### config.mk
export PLATFORM = sky130hd
export DESIGN_NAME = tx_packet_arbiter
export DESIGN_NICKNAME = d
export VERILOG_FILES = /design/src/rtl/tx_packet_arbiter.sv
export SDC_FILE = /design/constraint.sdc
export NUM_CORES = 1
export LEC_CHECK = 0
export CAP_MARGIN = 30
export CORE_MARGIN = 5
export CORE_UTILIZATION = 30
export CTS_CLUSTER_SIZE = 10
export DETAILED_ROUTE_END_ITERATION = 16
export PLACE_DENSITY = 0.67
export SYNTH_ARGS = -nofsm -noshare
export SYNTH_HDL_FRONTEND = slang
export SYNTH_SLANG_ARGS = --single-unit
### constraint.sdc
create_clock -name clk -period 2.7 [get_ports clk]
set_clock_uncertainty 0.2 [all_clocks]
set_input_delay 0.27 -clock clk [delete_from_list [all_inputs] [get_ports clk]]
set_output_delay 0.27 -clock clk [all_outputs]
set_load 0.01 [all_outputs]
### src/rtl/tx_packet_arbiter.sv
// Packet-aware fixed-priority tx arbiter with age-based promotion and one registered output stage.
// Define TX_PACKET_ARBITER_STATS_EN to add per-source grant and starvation-promotion counters.
module tx_packet_arbiter #(
  parameter int unsigned NUM_REQ      = 4,
  parameter int unsigned STARVE_LIMIT = 16,
  parameter int unsigned FLIT_W       = 32,
  localparam int unsigned ID_W        = (NUM_REQ > 1) ? $clog2(NUM_REQ) : 1
) (
  input  logic                      clk,
  input  logic                      rst,
  input  logic [NUM_REQ*FLIT_W-1:0] req_flit,
  input  logic [NUM_REQ-1:0]        req_valid,
  input  logic [NUM_REQ-1:0]        req_last,
  output logic [NUM_REQ-1:0]        req_ready,
  output logic [FLIT_W-1:0]         flit_out,
  output logic                      flit_out_valid,
  input  logic                      flit_out_ready,
  output logic [ID_W-1:0]           grant_id
`ifdef TX_PACKET_ARBITER_STATS_EN
  ,
  output logic [NUM_REQ*32-1:0]     stat_grants,
  output logic [31:0]               stat_starve_promotions
`endif
);

  localparam int unsigned AGE_W = $clog2(STARVE_LIMIT + 1);
  localparam logic [AGE_W-1:0] AGE_MAX = AGE_W'(STARVE_LIMIT);

  typedef enum logic {IDLE, LOCKED} state_t;

  state_t            state, state_next;
  logic [ID_W-1:0]   lock_id, lock_id_next;
  logic [AGE_W-1:0]  age [NUM_REQ];
  logic [FLIT_W-1:0] flit_arr [NUM_REQ];
  logic [ID_W-1:0]   prio_sel, starve_sel, sel;
  logic              prio_found, starve_found, has_sel;
  logic              can_accept, transfer, promoted;

  for (genvar g = 0; g < NUM_REQ; g++) begin : g_flit
    assign flit_arr[g] = req_flit[g*FLIT_W +: FLIT_W];
  end

  // Downward scan so the lowest index is the one left standing
  always_comb begin
    prio_found   = 1'b0;
    prio_sel     = '0;
    starve_found = 1'b0;
    starve_sel   = '0;
    for (int i = int'(NUM_REQ) - 1; i >= 0; i--) begin
      if (req_valid[ID_W'(i)]) begin
        prio_found = 1'b1;
        prio_sel   = ID_W'(i);
      end
      if (req_valid[ID_W'(i)] && age[ID_W'(i)] == AGE_MAX) begin
        starve_found = 1'b1;
        starve_sel   = ID_W'(i);
      end
    end
  end

  // Next-state, selection and ready; ready is suppressed while reset is asserted
  always_comb begin
    state_next   = state;
    lock_id_next = lock_id;
    sel          = '0;
    has_sel      = 1'b0;
    promoted     = 1'b0;
    req_ready    = '0;
    can_accept   = !flit_out_valid || flit_out_ready;
    case (state)
      IDLE: begin
        if (starve_found) begin
          sel      = starve_sel;
          has_sel  = 1'b1;
          promoted = (starve_sel != prio_sel);
        end else if (prio_found) begin
          sel     = prio_sel;
          has_sel = 1'b1;
        end
      end
      LOCKED: begin
        sel     = lock_id;
        has_sel = 1'b1;
      end
      default: ;
    endcase
    if (has_sel && !rst) req_ready[sel] = can_accept;
    transfer = has_sel && can_accept && req_valid[sel] && !rst;
    if (transfer) begin
      if (state == IDLE && !req_last[sel]) begin
        state_next   = LOCKED;
        lock_id_next = sel;
      end else if (state == LOCKED && req_last[sel]) begin
        state_next = IDLE;
      end
    end
  end

  always_ff @(posedge clk or posedge rst) begin
    if (rst) begin
      state          <= IDLE;
      lock_id        <= '0;
      flit_out       <= '0;
      flit_out_valid <= 1'b0;
      grant_id       <= '0;
    end else begin
      state   <= state_next;
      lock_id <= lock_id_next;
      if (transfer) begin
        flit_out       <= flit_arr[sel];
        grant_id       <= sel;
        flit_out_valid <= 1'b1;
      end else if (flit_out_ready) begin
        flit_out_valid <= 1'b0;
      end
    end
  end

  // Highest-priority source never needs promotion
  assign age[0] = '0;

  for (genvar g = 1; g < NUM_REQ; g++) begin : g_age
    logic [AGE_W-1:0] age_q;
    always_ff @(posedge clk or posedge rst) begin
      if (rst) begin
        age_q <= '0;
      end else if (req_valid[g] && !req_ready[g]) begin
        if (age_q != AGE_MAX) age_q <= age_q + AGE_W'(1);
      end else begin
        age_q <= '0;
      end
    end
    assign age[g] = age_q;
  end

`ifdef TX_PACKET_ARBITER_STATS_EN
  for (genvar g = 0; g < NUM_REQ; g++) begin : g_stat
    logic [31:0] grant_cnt;
    always_ff @(posedge clk or posedge rst) begin
      if (rst) begin
        grant_cnt <= '0;
      end else if (transfer && sel == ID_W'(g)) begin
        grant_cnt <= grant_cnt + 32'd1;
      end
    end
    assign stat_grants[g*32 +: 32] = grant_cnt;
  end

  always_ff @(posedge clk or posedge rst) begin
    if (rst) begin
      stat_starve_promotions <= '0;
    end else if (transfer && promoted) begin
      stat_starve_promotions <= stat_starve_promotions + 32'd1;
    end
  end
`endif

endmodule

Yosys cells after proc, flatten, opt, wreduce, memory -nomap -nowiden

Index checks and enable logic that the tools add are counted.

Muxes and demuxes: 28
$lt $le $gt $ge: 3
Equality and inequality tests: 3
Reductions and logical operators: 18
Add/subtract/negate cells: 1
Bitwise gates (word level): 3

Operators with widths:

| kind                                                              | count |
|---|---|
| binary-select mux 32 bit (select 2 bit)                           | 1 |
| 2-to-1 mux 32 bit                                                 | 2 |
| 2-to-1 mux 1 bit                                                  | 12 |
| 2-to-1 mux 2 bit                                                  | 5 |
| 2-to-1 mux 5 bit                                                  | 2 |
| logical AND 1 bit                                                 | 9 |
| adder 5 x 1 -> 5 bit, second input constant                       | 1 |
| equality test 5 bit, second input constant                        | 1 |
| inequality test 5 bit, second input constant                      | 1 |
| AND 4 bit                                                         | 1 |
| binary-select mux 1 bit (select 2 bit)                            | 2 |
| logical NOT 1 bit                                                 | 4 |
| 2-to-1 mux 4 bit                                                  | 1 |
| one-hot mux 2 bit (2 select lines)                                | 1 |
| AND reduction 2 bit                                               | 2 |
| nonzero test 2 bit                                                | 2 |
| greater-or-equal comparator 3 bit, second input constant          | 1 |
| < comparator 2 x 3 -> 1 bit, second input constant                | 1 |
| NOT 2 -> 3 bit                                                    | 1 |
| demux 1 bit (select 2 bit)                                        | 1 |
| greater-or-equal comparator 2 x 1 -> 1 bit, second input constant | 1 |
| inequality test 2 x 1 -> 1 bit, second input constant             | 1 |
| one-hot mux 1 bit (2 select lines)                                | 1 |
| logical OR 1 bit                                                  | 1 |
| NOT 1 bit                                                         | 1 |

Logic and storage cells: 62
Bits of input ports: 139
Output and inout bits: 39
Register bits after elaboration: 43

Depth between registers and ports, before layout

Word-level depth: 14
Gate-level depth with buffers: 8
Depth with buffers taken out: 6

Worst setup path after synthesis

Ideal clock, no wire load.

Path kind: reg-to-reg
Start point: reg lock_id[0]
End point: reg state
Buffers on the path: 2
Arrival time: 2.032 ns
Stages on the path, launching flop included: 9
Data required time: 2.375 ns
Library setup time: 0.125 ns
Clock period less this slack: 2.356 ns
Setup slack: 0.344 ns
Cell sequence: dfrtp_1 > clkbuf_1 > buf_2 > mux2i_1 > a21oi_1 > o22ai_1 > ha_1 > a211oi_1 > mux2_2

Cells in the longest elaborated chain, start to end: 7
Elaborated cells on any way between the ends: 13
Classes of those cells: mux (6); reduce/logical (7)

Ends and longest elaborated chain:

| item                                   | RTL line | text |
|---|---|---|
| start: declaration                     | 32       | `logic [ID_W-1:0] lock_id, lock_id_next;` |
| start signal: assignment               | 108      | `lock_id <= lock_id_next;` |
| one-hot mux 2 bit (2 select lines) (*) | 70       | `case (state)` |
| binary-select mux 1 bit (select 2 bit) | 90, 93   |  |
| 2-to-1 mux 1 bit (implied by the code) | 90, 93   |  |
| logical NOT 1 bit                      | 90       | `if (state == IDLE && !req_last[sel]) begin` |
| logical AND 1 bit                      | 90       |  |
| nonzero test 2 bit (no line)           | --       |  |
| AND reduction 2 bit (no line)          | --       |  |
| end signal: assignment                 | 107      | `state <= state_next;` |
| end: declaration                       | 31       | `state_t state, state_next;` |

Every way passes the cells marked *; elsewhere a longest branch is shown, timed or not. The select of a mux whose other input is x is not followed.
A chain may end at the register's enable or synchronous reset.

Worst setup path after layout

Start point: reg lock_id[1]
End point: out req_ready[2]

Cells in the longest elaborated chain, start to end: 7
Elaborated cells on any way between the ends: 8
Classes of those cells: order compare (2); mux (4); bitwise (1); reduce/logical (1)

Ends and longest elaborated chain:

| item                                                                                                            | RTL line | text |
|---|---|---|
| one-hot mux 2 bit (2 select lines) (*)                                                                          | 70       |  |
| < comparator 2 x 3 -> 1 bit (implied by the code) or greater-or-equal comparator 2 x 1 -> 1 bit (tied branches) | 87       | `if (has_sel && !rst) req_ready[sel] = can_accept;` |
| logical AND 1 bit (implied by the code)                                                                         | 87       |  |
| 2-to-1 mux 1 bit (implied by the code)                                                                          | 87       |  |
| demux 1 bit (select 2 bit) (*)                                                                                  | 87       |  |
| AND 4 bit (no line) (*)                                                                                         | --       |  |
| 2-to-1 mux 4 bit (*)                                                                                            | 87       |  |
| end: declaration                                                                                                | 14       | `output logic [NUM_REQ-1:0] req_ready,` |

Every way passes the cells marked *; elsewhere a longest branch is shown, timed or not.

==> reports/metrics.yaml <==
worst_setup_path:
  end_kind: "primary output"
  reg2reg_slack_ns: 0.41
  arrival_ns: 2.02
  path_max_fanout: 15
  crit_type: "flip-flop to primary output"
  startpoint_type: "flip-flop"
  timing.rr.end: "state"
  timing.rr.start: "lock_id[0]"
  r2r_cells: 7
  cp.required_ns: 2.23
drt:
  drc: 0
  firstDrtPassIters: 4
  routedWlPerCell_um: 18.2
  wl_um: 10200
  vias: 2939
  viasPerCell: 5.25
  postRouteAntennaNets: 0
  drtIter0Drc: 107
synthesis:
  synth_edf_count: 0
  synth_cells: 264
  yosysTopAreaCell: "dfrtp_1"
  yosys-top-cells-area: "dfrtp_1, mux2_4, mux2i_1"
  netlist.area_leader.share_pct: 32.9
  synth_area_per_cell_um2: 10.9
  synth-seq-cells: 38
  seq_area_frac_synth_pct: 32.9
  syn_area_um2: 2890
  yosys_warnings: 0
  syn_nets: 404
  synth_async_sr_flop_share_pct: 100
  yosysUniqueCellTypes: 32
  synth_ff_type: "dfrtp_1"
timing:
  tns_ns: 0
  holdWs_ns: 0.260
  layout_setup_ws_ns: 0.208
  final-max-slew-violation-count: 0
  rsz0062_at_grt: "false"
  worst_pin_slew_ns: 0.490
  max_freq_mhz: 401
  slew_headroom_pct: 67.3
  fin_crit_ns: 2.49
  finalCritPeriodShare_pct: 92.3
  setup-violations-final: 0
  hold_viol: 0
pwr:
  p_sw_share_pct: 34.4
  power.density_nw_per_um2: 694
  internal_power_mw: 2.21
  p_leak_nw: 1.89
  p_clk_share_pct: 11.6
  p_comb_share_pct: 58.4
  seq_power_share_pct: 30.0
  p_sw_mw: 1.16
  vdd_ir_drop_max_uv: 347
global_route:
  grt_max_degree: 39
  antenna_found_initial: 0
  grt_pass1_vias: 3202
  grt_pass1_wl_um: 15800
  grt_overflow: 0
  track_usage_pct: 16.9
clock_network:
  hold_buffers: 0
  cts_sinks: 38
  clock_latency_ns: 0.29
  clk_path_buf_depth: 2
  cts_htree_levels: 2
  cts_buffers: 5
  cts-root-buf: "clkbuf_8"
  tritoncts: "yes"
  clkTransAtPathRegs_ns: 0.08
placement:
  io_buffers: 177
  dp_hpwl_um: 7640
  pre_cts_slack_ns: 0.263
  gp_congestion: 0.796
die:
  die_width_um: 108
  core_um2: 9330
  initial_core_util_pct: 31.0
  die_h_um: 108
  ios: 178
  dieArea_um2: 11700
  rows: 35
finish:
  final_common_cell: "clkdlybuf4s50_1"
  layout.nets: 571
  drive_above_1_share_pct: 14.2
  antenna_cells: 0
  final_cell_mix: "clkdlybuf4s50_1, dfrtp_1, inv_1, mux2i_1"
  syn2layout_area_growth_pct: 67.8
  fill_cells: 844
outcome:
  status: "finished clean"
hold_path:
  hold_path_class: "input pin to asynchronous set/reset pin"
job:
  maxCapViolations: 0
[routing by layer]
layer / up-vias / track usage, % / wire length [µm]
met3: 10 / 4.96 / 784
met1: 1459 / 19.0 / 4210
met4: 0 / 4.06 / 85
met5: - / 0 / 0
li1: 1357 / - / -
met2: 113 / 31.1 / 5100
[power groups by stage]
| stage | sequential, mW | combinational (mW) | clock (mW) |
|---|---|---|---|
| after global placement | 1.00 | 1.95 | 0 |
| after CTS | 1.01 | 1.99 | 0.410 |
| after global routing | 1.04 | 2.09 | 0.429 |
| after floorplan | 1.09 | 0.941 | 0 |
| after detailed placement | 1.01 | 1.98 | 0 |
| final | 1.01 | 1.96 | 0.391 |
[through the flow]
stage	total power [mW]	util (%)	cell area [µm²]	cells
floorplan	2.03	-	2890	264
global placement	2.96	51.0	4760	553
detailed placement	2.99	51.0	4760	553
CTS	3.41	51.9	4840	560
global route	3.56	51.9	4840	560
finish	3.36	51.9	4840	560
[worst max-delay path, stage by stage (launching register included)]
cell and delay [ns]:
dfrtp_2 0.58, and2_2 0.36, nor3b_1 0.22, clkdlybuf4s50_1 0.57
[flip-flops by register name, summed over array words and instances (netlist names)]
register and flops:
flit_out_valid 1, lock_id 2, grant_id 2, flit_out 32
state 1
[area by class of cell]
type                            count  area [µm²]  area share (%)
Tap cell                          129         161            3.33
Clock buffer                        7        86.3            1.78
Timing Repair Buffer              188        1880            38.8
Sequential cell                    38         952            19.7
Multi-Input combinational cell    164        1640            33.8
Inverter                           34         128            2.63
[repair_timing]
action	CTS	global route
setup buffers	0	0
endpoints found under the setup margin	0	1
gates resized for setup	0	1
[cell usage after synthesis, types with 2 or more instances]
master    instances
a21oi_1           2
a21oi_4           2
a32oi_1          32
and2_1            2
buf_12            3
buf_2             8
clkbuf_1         15
dfrtp_1          38
inv_1            34
mux2_2            4
mux2_4           31
mux2i_1          33
nand2_1           2
nand2b_1          2
nand3_1           2
nor2_1            3
nor2b_1           2
nor3_1            3
o221ai_1         32
or2_2             2
[worst max path at each step]
stage                               from      endpoint  slack (ns)  cells after the start
after CTS                     lock_id[1]  req_ready[2]        0.04                      3
after floorplan               lock_id[0]         state        0.34                      8
after detailed placement  flit_out_ready  req_ready[2]        0.26                      5
after global routing          lock_id[1]  req_ready[2]        0.08                      3
after global placement    flit_out_ready  req_ready[2]        0.26                      5
final                         lock_id[1]  req_ready[2]        0.21                      3
[cells by family after synthesis]
kind of cell / count (synthesis) / share of synthesized area, %
AND/OR/NAND/NOR: 24 / 5.42
flip-flops: 38 / 32.9
buffers and inverters: 62 / 10.5
AO/OA/AOI/OAI: 71 / 21.6
multiplexers: 68 / 29.1
adder cells (fa/ha/maj): 1 / 0.433
No activity file was read; power rests on OpenSTA's default activity.
